==> config.mk <==
export PLATFORM = sky130hd
export DESIGN_NAME = yaya_geri_sayim
export DESIGN_NICKNAME = d
export VERILOG_FILES = /design/src/rtl/yaya_pkg.sv /design/src/rtl/yedi_segment_kodlayici.sv /design/src/rtl/yaya_geri_sayim.sv
export SDC_FILE = /design/constraint.sdc
export NUM_CORES = 1
export LEC_CHECK = 0
export BUFFER_PORTS_ARGS = -buffer_cell sky130_fd_sc_hd__buf_4
export CORE_ASPECT_RATIO = 0.9
export CORE_MARGIN = 4
export CORE_UTILIZATION = 60
export CTS_CLUSTER_DIAMETER = 100
export DETAILED_ROUTE_END_ITERATION = 16
export HOLD_SLACK_MARGIN = 0.15
export MAX_ROUTING_LAYER = met4
export PLACE_DENSITY = 0.85
export SKIP_CTS_REPAIR_TIMING = 1
export SLEW_MARGIN = 20
export SYNTH_ARGS = -nofsm -noshare
export SYNTH_HDL_FRONTEND = slang
export SYNTH_HIERARCHICAL = 1
export SYNTH_SLANG_ARGS = --single-unit
==> constraint.sdc <==
create_clock -name clk -period 3.9 [get_ports clk]
set_input_delay 0.585 -clock clk [delete_from_list [all_inputs] [get_ports clk]]
set_output_delay 0.585 -clock clk [all_outputs]
set_load 0.01 [all_outputs]
==> src/rtl/yaya_pkg.sv <==
// Shared types for the pedestrian countdown: controller states, display digit codes
// and the 7-segment patterns (bit0 = a ... bit6 = g, active-high).
package yaya_pkg;

  typedef enum logic [2:0] {
    BEKLE   = 3'd0,
    KIRMIZI = 3'd1,
    MAVI    = 3'd2,
    YESIL   = 3'd3,
    HATA    = 3'd4
  } durum_t;

  // 0-9 are plain BCD; the two spare codes select blank and dash.
  typedef logic [3:0] bcd_t;
  localparam bcd_t KOD_BOS  = 4'd10;
  localparam bcd_t KOD_TIRE = 4'd11;

  localparam logic [6:0] SEG_BOS  = 7'h00;
  localparam logic [6:0] SEG_TIRE = 7'h40;

  // Index 0 is the rightmost element.
  localparam logic [9:0][6:0] SEG_RAKAM = {
    7'h6F, 7'h7F, 7'h07, 7'h7D, 7'h6D, 7'h66, 7'h4F, 7'h5B, 7'h06, 7'h3F
  };

endpackage

==> src/rtl/yedi_segment_kodlayici.sv <==
// Combinational decoder from a display code (BCD digit, blank or dash) to
// active-high 7-segment pattern.
module yedi_segment_kodlayici
  import yaya_pkg::*;
(
  input  bcd_t       kod,
  output logic [6:0] seg
);

  always_comb begin
    seg = SEG_BOS;
    if (kod == KOD_TIRE) begin
      seg = SEG_TIRE;
    end else if (kod <= 4'd9) begin
      seg = SEG_RAKAM[kod];
    end
  end

endmodule

==> src/rtl/yaya_geri_sayim.sv <==
// Pedestrian countdown: follows the vehicle lamp phase, counts the phase's seconds
// down on a 2-digit multiplexed display and drives the walk/don't-walk lamps.
module yaya_geri_sayim
  import yaya_pkg::*;
#(
  parameter int CLK_HZ       = 100_000_000,
  parameter int KIRMIZI_TIME = 10,
  parameter int MAVI_TIME    = 2,
  parameter int YESIL_TIME   = 5,
  parameter int TARAMA_HZ    = 1000,
  parameter int YANIP_SN     = 3
) (
  input  logic       clk,
  input  logic       rst,
  input  logic       kirmizi_led,
  input  logic       mavi_led,
  input  logic       yesil_led,
  output logic       yaya_yesil,
  output logic       yaya_kirmizi,
  output logic [6:0] seg,
  output logic [1:0] an,
  output logic       hata
);

  localparam int PW = (CLK_HZ > 1) ? $clog2(CLK_HZ) : 1;
  localparam logic [PW-1:0] PRESC_SON  = PW'(CLK_HZ - 1);
  localparam logic [PW-1:0] PRESC_YARI = PW'(CLK_HZ / 2);
  localparam int TARAMA_BOL = (CLK_HZ / (2 * TARAMA_HZ) > 1) ? CLK_HZ / (2 * TARAMA_HZ) : 1;
  localparam int TW = (TARAMA_BOL > 1) ? $clog2(TARAMA_BOL) : 1;
  localparam logic [TW-1:0] TARAMA_SON = TW'(TARAMA_BOL - 1);

  logic [2:0]    lamba;
  logic          gecersiz_onceki;
  durum_t        durum, durum_n, faz;
  logic          gecerli;
  logic [6:0]    kalan, kalan_n;
  logic [PW-1:0] presc, presc_n;
  logic          sarma;
  logic [TW-1:0] tarama;
  logic          hane;
  bcd_t          onlar, birler, hane_kod;
  logic [6:0]    seg_d;
  logic          yesil_d;

  function automatic logic [6:0] faz_suresi(input durum_t f);
    case (f)
      KIRMIZI: faz_suresi = 7'(KIRMIZI_TIME);
      MAVI:    faz_suresi = 7'(MAVI_TIME);
      YESIL:   faz_suresi = 7'(YESIL_TIME);
      default: faz_suresi = 7'd0;
    endcase
  endfunction

  always_ff @(posedge clk or posedge rst) begin
    if (rst) begin
      lamba           <= 3'b000;
      gecersiz_onceki <= 1'b0;
    end else begin
      lamba           <= {kirmizi_led, mavi_led, yesil_led};
      gecersiz_onceki <= !gecerli;
    end
  end

  always_comb begin
    faz     = BEKLE;
    gecerli = 1'b1;
    case (lamba)
      3'b100:  faz = KIRMIZI;
      3'b010:  faz = MAVI;
      3'b001:  faz = YESIL;
      default: gecerli = 1'b0;
    endcase
  end

  assign sarma = (presc == PRESC_SON);

  always_ff @(posedge clk or posedge rst) begin
    if (rst) begin
      durum <= BEKLE;
      kalan <= 7'd0;
      presc <= '0;
    end else begin
      durum <= durum_n;
      kalan <= kalan_n;
      presc <= presc_n;
    end
  end

  // A phase change takes priority over a coincident prescaler wrap.
  always_comb begin
    durum_n = durum;
    kalan_n = kalan;
    presc_n = presc;
    case (durum)
      BEKLE: begin
        if (gecerli) begin
          durum_n = faz;
          kalan_n = faz_suresi(faz);
          presc_n = '0;
        end
      end
      KIRMIZI, MAVI, YESIL: begin
        presc_n = sarma ? '0 : presc + 1'b1;
        if (!gecerli && gecersiz_onceki) begin
          durum_n = HATA;
        end else if (gecerli && faz != durum) begin
          durum_n = faz;
          kalan_n = faz_suresi(faz);
          presc_n = '0;
        end else if (sarma) begin
          if (kalan == 7'd0) durum_n = HATA;
          else kalan_n = kalan - 7'd1;
        end
      end
      default: ;
    endcase
  end

  always_ff @(posedge clk or posedge rst) begin
    if (rst) begin
      tarama <= '0;
      hane   <= 1'b0;
    end else if (tarama == TARAMA_SON) begin
      tarama <= '0;
      hane   <= !hane;
    end else begin
      tarama <= tarama + 1'b1;
    end
  end

  assign onlar  = 4'(kalan / 7'd10);
  assign birler = 4'(kalan % 7'd10);

  // hane = 1 selects the tens digit.
  always_comb begin
    hane_kod = KOD_BOS;
    case (durum)
      BEKLE: hane_kod = KOD_BOS;
      HATA:  hane_kod = KOD_TIRE;
      default: begin
        if (hane) hane_kod = (onlar == 4'd0) ? KOD_BOS : onlar;
        else hane_kod = birler;
      end
    endcase
  end

  yedi_segment_kodlayici u_kodlayici (
    .kod (hane_kod),
    .seg (seg_d)
  );

  assign yesil_d = (durum == KIRMIZI) && ((kalan > 7'(YANIP_SN)) || (presc < PRESC_YARI));

  always_ff @(posedge clk or posedge rst) begin
    if (rst) begin
      yaya_yesil   <= 1'b0;
      yaya_kirmizi <= 1'b1;
      hata         <= 1'b0;
      seg          <= 7'h00;
      an           <= 2'b11;
    end else begin
      yaya_yesil   <= yesil_d;
      yaya_kirmizi <= !yesil_d;
      hata         <= (durum == HATA);
      seg          <= seg_d;
      an           <= hane ? 2'b01 : 2'b10;
    end
  end

endmodule

After elaboration in Yosys (flattened, before gate mapping)
Memory sizes are Yosys's and may differ from the RTL's.
Index checks and enable logic that the tools add are counted.
{ "op_classes": {"addsub": 3, "n_div": 2, "n_lt_le_gt_ge": 4, "n_eq_ne": 20, "n_mux": 28, "reduce_logical": 16} }
{ "ops": {"columns": ["operator", "n"], "rows": [
  ["$mux 27", 4],
  ["$mux 7", 8],
  ["$pmux 27 s2", 1],
  ["$add 27x1->27 const B", 1],
  ["$eq 27x27->1 const B", 1],
  ["$lt 27x26->1 const B", 1],
  ["$add 16x1->16 const B", 1],
  ["$eq 16x16->1 const B", 1],
  ["$mux 16", 1],
  ["$eq 3x2->1 const B", 5],
  ["$mux 3", 5],
  ["$pmux 7 s2", 1],
  ["$pmux 4 s3", 1],
  ["$eq 3x1->1 const B", 3],
  ["$mux 4", 2],
  ["$ne 4x4->1 const B", 2],
  ["$pmux 4 s2", 1],
  ["$div 7x4->7 const B", 1],
  ["$gt 7x2->1 const B", 1],
  ["$logic_not 7->1", 1],
  ["$mod 7x4->7 const B", 1],
  ["$sub 7x1->7 const B", 1],
  ["$eq 3x3->1 const B", 2],
  ["$ne 3x3->1 const B", 2],
  ["other kinds (19)", 25]
]} }
{ "totals": {"regBits": 70, "romBits": 112, "input_bits": 5, "out_inout_bits": 12, "memories": 1} }
{ "memory_table": {"columns": ["name", "depth", "word_bits", "read_ports", "rd_ports_with_merged_regs", "write_ports", "line_no", "rtl"], "rows": [
  ["(name not given)", 16, 7, 1, 0, 0, "yedi_segment_kodlayici.sv:15", "seg = SEG_RAKAM[kod];"]
]} }

Depth between registers and ports, before layout
Gate-level depths: netlist of the first run.
{ "logic_depth": {"depth_word": 9, "ltp_mapped": 16, "ltp_nobuf": 14} }

Cells and area by module
Netlist of the first run, hierarchy kept.
{ "modules_own_cells": {"columns": ["mod", "instances", "cells_per_inst", "area_per_inst_um2", "seq_area_each_um2"], "rows": [
  ["yaya_geri_sayim", 1, 429, 3993.8, 1755.4],
  ["yedi_segment_kodlayici", 1, 33, 226.5, 0.0]
]} }

Least setup slack after synthesis of the first run
No wires, ideal clock.
{ "synth_timing": {"path_type": "reg-to-reg", "startpoint": "reg kalan[4]", "endpoint": "reg seg[3]", "setup_time_ns": 0.131, "t_arrival_ns": 3.188, "required_time_ns": 3.769, "setup_slack_ns": 0.580, "stages_incl_launch_ff": 15, "period_less_slack_ns": 3.320, "cell_sequence": "dfrtp_1 > buf_2 > nor2b_1 > nor2_1 > a221o_1 > xnor2_1 > ha_1 > a221oi_1 > a211oi_1 > a21oi_1 > or2_2 > inv_1 > ha_1 > and3_1 > or3_1"} }
{ "synth_via": {"elab_chain_len": 9} }
{ "synth_rtl": {"columns": ["element", "line_no", "rtl"], "rows": [
  ["start, declared", "yaya_geri_sayim.sv:36", "logic [6:0] kalan, kalan_n;"],
  ["start signal, assigned", "yaya_geri_sayim.sv:84", "kalan <= kalan_n;"],
  ["$div 7x4->7", "yaya_geri_sayim.sv:131", "assign onlar = 4'(kalan / 7'd10);"],
  ["$logic_not 4->1", "yaya_geri_sayim.sv:141", "if (hane) hane_kod = (onlar == 4'd0) ? KOD_BOS : onlar;"],
  ["$mux 4", "yaya_geri_sayim.sv:141", null],
  ["$mux 4 (*)", "yaya_geri_sayim.sv:141", null],
  ["$pmux 4 s2 (*)", "yaya_geri_sayim.sv:137", "case (durum)"],
  ["named net hane_kod[0]", "yaya_geri_sayim.sv:41", "bcd_t onlar, birler, hane_kod;"],
  ["$mem_v2 16x7", null, null],
  ["$mux 7 (implied by the code)", "yedi_segment_kodlayici.sv:15", null],
  ["$mux 7", "yedi_segment_kodlayici.sv:14", "end else if (kod <= 4'd9) begin"],
  ["$mux 7 (*)", "yedi_segment_kodlayici.sv:12", "if (kod == KOD_TIRE) begin"],
  ["named net seg_d[3]", "yaya_geri_sayim.sv:42", "logic [6:0] seg_d;"],
  ["end signal, assigned", "yaya_geri_sayim.sv:165", "seg <= seg_d;"],
  ["end, declared", "yaya_geri_sayim.sv:20", "output logic [6:0] seg,"]
]} }
Mark *: on every way through the listed nets, which the timed path passes. The rest lies on a longest branch. The select of a mux whose other input is x is not followed.
A chain may end at the register's enable or synchronous reset.

Worst setup path in the final report of the first run
{ "layout_timing": {"startpoint": "reg kalan[5]", "endpoint": "reg seg[0]"} }
The elaborated chain is that of the path after synthesis.

==> results of run 1 <==
per-layer routing:
metal,wire length [µm],part of all wire,track usage,vias up
li1,-,-,-,1710
met5,0,0,-,-
met2,4480,0.49,0.388,126
met4,221,0.024,0.0803,0
met3,481,0.052,0.0533,23
met1,4030,0.44,0.299,1724
area by class of cell:
class | instances | share of cell area
Sequential cell | 70 | 0.386
Clock inverter | 5 | 0.00878
Inverter | 16 | 0.0137
Clock buffer | 11 | 0.0332
Timing Repair Buffer | 20 | 0.0329
Multi-Input combinational cell | 353 | 0.501
Tap cell | 90 | 0.0247
per-stage QoR:
stage          cell area [µm²]  TNS (ns)   util  setup WS (ns)
2_1_floorplan             4220         0      -          0.580
3_3_place_gp              4360         0  0.651          0.383
3_5_place_dp              4360         0  0.651          0.125
4_1_cts                   4550         0  0.680          0.104
5_1_grt                   4560   -0.0653  0.681        -0.0382
6_report                  4560         0  0.681          0.128
kinds of logic after synthesis:
| family | after synthesis | share of synthesized area |
|---|---|---|
| simple gates | 190 | 0.246 |
| xor+xnor | 20 | 0.0415 |
| compound gates | 125 | 0.201 |
| fa+ha+maj | 14 | 0.0415 |
| buf+inv | 39 | 0.0445 |
| mux | 4 | 0.00949 |
| flops | 70 | 0.416 |
cells in the final DEF, fill, tap and decap left out, types with 3 or more instances in the layout:
master    count
dfrtp_1      65
nand2_1      45
nor2_1       31
o21ai_0      31
a21oi_1      20
buf_4        20
nand3_1      17
nor3_1       15
inv_1        14
ha_1         14
and3_1       11
clkbuf_8     11
o31ai_1      10
xnor2_1      10
xor2_1       10
nand2b_1      8
or3_1         8
nor2b_1       8
nand4_1       7
o21ai_1       7
a31oi_1       7
a21o_1        6
o22a_1        5
and2_1        5
a211oi_1      5
nor3b_1       4
and4_1        4
mux2i_1       4
o41ai_1       4
nor4_1        3
or2_2         3
a22oi_1       3
dfstp_2       3
worst register-to-register path: stages, from the launching register on:
cell and delay [ns]:
dfrtp_1 0.59, nor2b_1 0.30, nand2b_1 0.09, a221o_1 0.34, xnor2_1 0.16, ha_1 0.26, a221oi_1 0.36, a211oi_2 0.13
a311o_1 0.44, inv_1 0.15, ha_1 0.24, nand2b_1 0.11, a211oi_1 0.39, or3_1 0.17
final timing paths:
path / from / endpoint / slack, ns / cells after the start
setup / recovery: kalan[5]$_DFFE_PP0P_ / seg[0]$_DFF_PP0_ / 0.13 / 13
max in group asynchronous: rst / presc[8]$_DFFE_PP0P_ / 2.60 / 3
hold reg to reg: tarama[13]$_DFF_PP0_ / tarama[13]$_DFF_PP0_ / 0.51 / 1
min in group asynchronous: rst / yaya_yesil$_DFF_PP0_ / 0.38 / 2
setup reg to reg: kalan[5]$_DFFE_PP0P_ / seg[0]$_DFF_PP0_ / 0.13 / 13
hold / removal: yesil_led / lamba[0]$_DFF_PP0_ / 0.34 / 1
registers in the layout, summed over array words and instances, names as in the netlist:
| register | cells |
|---|---|
| durum | 3 |
| an | 2 |
| hata | 1 |
| yaya_yesil | 1 |
| lamba | 3 |
| hane | 1 |
| presc | 27 |
| gecersiz_onceki | 1 |
| kalan | 7 |
| yaya_kirmizi | 1 |
| tarama | 16 |
| seg | 7 |
where the power goes:
group,total [mW],switching [mW],internal (mW)
Clock,0.566,0.294,0.271
Combinational,1.01,0.591,0.415
Sequential,0.961,0.143,0.818
Total,2.53,1.03,1.50
==> flow_summary.toml, run 1 <==
[logic_synthesis]
avgSynthCellArea_um2 = 9.13
yosysWarnings = 6
yosysTopAreaCellShare = 0.397
synthArstFlopShare = 1.00
synth_nets = 481
synth_most_common_cell = "dfrtp_1"
synth-main-ff-cell = "dfrtp_1"
ys_types = 71
ys_seq_elements = 70
synth_edf_count = 0
netlist_area_um2 = 4220
yosysTopAreaCell = "dfrtp_1"
synthTopCellsByCount = "dfrtp_1 (67), nand2_1 (45), nor2_1 (31), o21ai_0 (31), a21oi_1 (20)"
synth_area_leaders = "dfrtp_1 (40%), ha_1 (4.2%), nand2_1 (4.0%)"
netlist_instances = 462
ys_seq_area_frac = 0.416

[routing]
vias = 3583
drt_wl_total_mm = 9.22
wire_per_inst_um = 16.3
drc_errors = 0
drtIter0Drc = 276
dr.pass1.iters = 5
ant_nets = 0
via_per_inst = 6.34

[placed_design]
place_congestion = 0.874
hpwlAfterDp_mm = 6.13
port_buffers = 16
place_inst = 549

[die]
die_w_um = 96.4
dieHeight_um = 87.6
rows = 28
pin_count = 17
coreArea_um2 = 6690
die-area_um2 = 8440
initial_utilization = 0.631

[worst_hold_path]
min_path_type = "primary input to flop"

[final_layout]
final_nets = 489
final_cells = 565
drive_gt1_frac = 0.128
num_antenna_cells = 0
multi_input_area_um2 = 2280
synthToLayoutAreaGrowth_pct = 8.03
n_fill_cell = 524
register_area_um2 = 1760

[timing]
max-slew-margin-rel = 0.462
fmax_ghz = 0.265
worst_pin_slew_ns = 0.805
finClkSkew_ns = 0.0170
period_needed_ns = 3.77
hold-worst-slack_ns = 0.340
final_max_slew_viol_count = 0
finalHoldViolCount = 0
fin_crit_sh = 0.967
final-setup-viol-count = 0

[clock_network]
clock-sinks = 70
ctsLongestPathBuffers = 2
path_clk_slew_ns = 0.08
cts_tree = "built"
clk_latency_ns = 0.36
cts_max_level = 3
cts-root-buf = "clkbuf_8"
cts_made_buffers = 9

[critical_path]
cp_cell_sequence = "nor2b_1 -> nand2b_1 -> a221o_1 -> xnor2_1 -> ha_1 -> a221oi_1 -> a211oi_2 -> a311o_1 -> inv_1 -> ha_1 -> nand2b_1 -> a211oi_1 -> or3_1"
critPathMaxFanout = 13
worstSetupStartpointType = "flop"
slowest_delay_ns = 0.59
endpoint_kind = "flop"
cp.buffers_inverters = 1
crit_arrival_ns = 4.06
critPathRequiredTime_ns = 4.19
path_class = "flop to flop"
cp_slowest_cell = "dfrtp_1"
critPathTopFamily = "compound AO/OA/AOI/OAI gates"

[grt]
antenna_found_initial = 0
grt_pass1_vias = 3436
grt_pass1_wl_mm = 15.7
grt_use_total = 0.240
grt_overflow_total = 0
grt_max_degree = 42

[pwr]
peakVddDrop_v = 0.000315
p_total_mw = 2.53
p_leak_nw = 1.91
powerDensity_nw_per_um2 = 555

[flow_run]
maxCapViolCount = 0

[run_status]
outcome = "finished, final reports clean"
Note: power is estimated with default switching activity, not from simulation.
==> run 2: changes to the inputs <==
--- a/config.mk
+++ b/config.mk
@@ -12,7 +12,6 @@
 export CTS_CLUSTER_DIAMETER = 100
 export DETAILED_ROUTE_END_ITERATION = 16
 export HOLD_SLACK_MARGIN = 0.15
-export MAX_ROUTING_LAYER = met4
 export PLACE_DENSITY = 0.85
 export SKIP_CTS_REPAIR_TIMING = 1
 export SLEW_MARGIN = 20
==> run 2 against run 1 <==
Against the previous run: final cell count stayed put; worst hold slack worse by 0.0036 ns; total power is 0.15% lower; critical path type unchanged.
==> flow_summary.toml, run 2 (same netlist as run 1, synthesis figures left out) <==
[pwr]
powerDensity_nw_per_um2 = 555
p_leak_nw = 1.91
peakVddDrop_v = 0.000316
p_total_mw = 2.53

[clock_network]
cts_tree = "built"
cts-root-buf = "clkbuf_8"
clk_latency_ns = 0.36
clock-sinks = 70
path_clk_slew_ns = 0.08
cts_max_level = 3
ctsLongestPathBuffers = 2
cts_made_buffers = 9

[critical_path]
worstSetupStartpointType = "flop"
ff2ff_path_depth = 13
r2r-start = "kalan[5]$_DFFE_PP0P_"
crit_arrival_ns = 4.07
critPathMaxFanout = 13
cp.buffers_inverters = 1
path_class = "flop to flop"
critPathTopFamily = "compound AO/OA/AOI/OAI gates"
critPathRequiredTime_ns = 4.19
regToRegEndpoint = "seg[0]$_DFF_PP0_"
rrSetupSlack_ns = 0.12
cp_slowest_cell = "dfrtp_1"
endpoint_kind = "flop"
cp_cell_sequence = "nor2b_1 -> nand2b_1 -> a221o_1 -> xnor2_1 -> ha_1 -> a221oi_1 -> a211oi_2 -> a311o_1 -> inv_1 -> ha_1 -> nand2b_1 -> a211oi_1 -> or3_1"
slowest_delay_ns = 0.59

[routing]
vias = 3575
drt_wl_total_mm = 9.20
drc_errors = 0
ant_nets = 0
drtIter0Drc = 279
dr.pass1.iters = 6
wire_per_inst_um = 16.3
via_per_inst = 6.33

[die]
dieHeight_um = 87.6
pin_count = 17
die_w_um = 96.4
coreArea_um2 = 6690
die-area_um2 = 8440
rows = 28
initial_utilization = 0.631

[final_layout]
top_register = "presc"
final_util = 0.681
final_common_cell = "dfrtp_1"
largest_reg_flops = 27
layout_common_cells = "dfrtp_1 (65), nand2_1 (45), nor2_1 (31), o21ai_0 (31)"
num_antenna_cells = 0
drive_gt1_frac = 0.128
synthToLayoutAreaGrowth_pct = 8.03
top_regs = "presc (27), tarama (16)"
final_nets = 489

[timing]
fin_crit_sh = 0.969
final-setup-viol-count = 0
finalHoldViolCount = 0
finClkSkew_ns = 0.0170
period_needed_ns = 3.78
max-slew-margin-rel = 0.461
final_max_slew_viol_count = 0
fmax_ghz = 0.265
worst_pin_slew_ns = 0.807

[worst_hold_path]
min_path_type = "primary input to flop"
hold-path-endpoint = "lamba[0]$_DFF_PP0_"
whs_path_depth = 1
hp-start = "yesil_led"

[grt]
grt_overflow_total = 0
grt_max_degree = 42
grt_pass1_vias = 3435
antenna_found_initial = 0
grt_pass1_wl_mm = 15.7
grt_use_total = 0.233

[placed_design]
hpwlAfterDp_mm = 6.13
port_buffers = 16
place_congestion = 0.860

[flow_run]
maxCapViolCount = 0

[run_status]
outcome = "finished, final reports clean"
run 2: final cells by class:
type	count	area (µm²)
inverters	16	62.6
well taps	90	113
flip-flops and latches	70	1760
fillers	524	2130
multi-input cells	353	2280
clock buffers	11	151
clock inverters	5	40.0
repair buffers	20	150
run 2: through the flow:
stage	setup WS (ns)	area, µm²	hold slack [ns]	setup TNS [ns]	instances
floorplan	0.580	4220	0.353	0	462
global placement	0.383	4360	0.489	0	549
detailed placement	0.125	4360	0.494	0	549
CTS	0.104	4550	0.331	0	565
global route	-0.0421	4560	0.325	-0.0730	565
finish	0.119	4560	0.336	0	565
run 2: power breakdown:
group          internal, mW  switching [mW]
clock network         0.271           0.297
logic                 0.414           0.586
registers             0.818           0.143
run 2: worst max path at each step:
stage                                   to                  from  cells past startpoint  slack, ns
after floorplan           seg[3]$_DFF_PP0_  kalan[4]$_DFFE_PP0P_                     14       0.58
after global placement    seg[3]$_DFF_PP0_  kalan[6]$_DFFE_PP0P_                     13       0.38
after detailed placement  seg[3]$_DFF_PP0_  kalan[6]$_DFFE_PP0P_                     13       0.12
after CTS                 seg[3]$_DFF_PP0_  kalan[6]$_DFFE_PP0P_                     13       0.10
after global routing      seg[0]$_DFF_PP0_  kalan[5]$_DFFE_PP0P_                     13      -0.04
final                     seg[0]$_DFF_PP0_  kalan[5]$_DFFE_PP0P_                     13       0.12
run 2: worst register-to-register path, stage by stage (launching register included):
cell      delay [ns]
dfrtp_1         0.59
nor2b_1         0.29
nand2b_1        0.09
a221o_1         0.34
xnor2_1         0.16
ha_1            0.26
a221oi_1        0.38
a211oi_2        0.13
a311o_1         0.43
inv_1           0.15
ha_1            0.23
nand2b_1        0.11
a211oi_1        0.39
or3_1           0.17
run 2: routing by layer:
metal / wire [µm] / GRT usage / vias to the layer above / part of all wire
met2: 4480 / 0.387 / 120 / 0.49
met4: 245 / 0.0803 / 0 / 0.027
met1: 3990 / 0.301 / 1719 / 0.43
li1: - / - / 1709 / -
met5: 0 / 0 / - / 0
met3: 484 / 0.0533 / 27 / 0.053
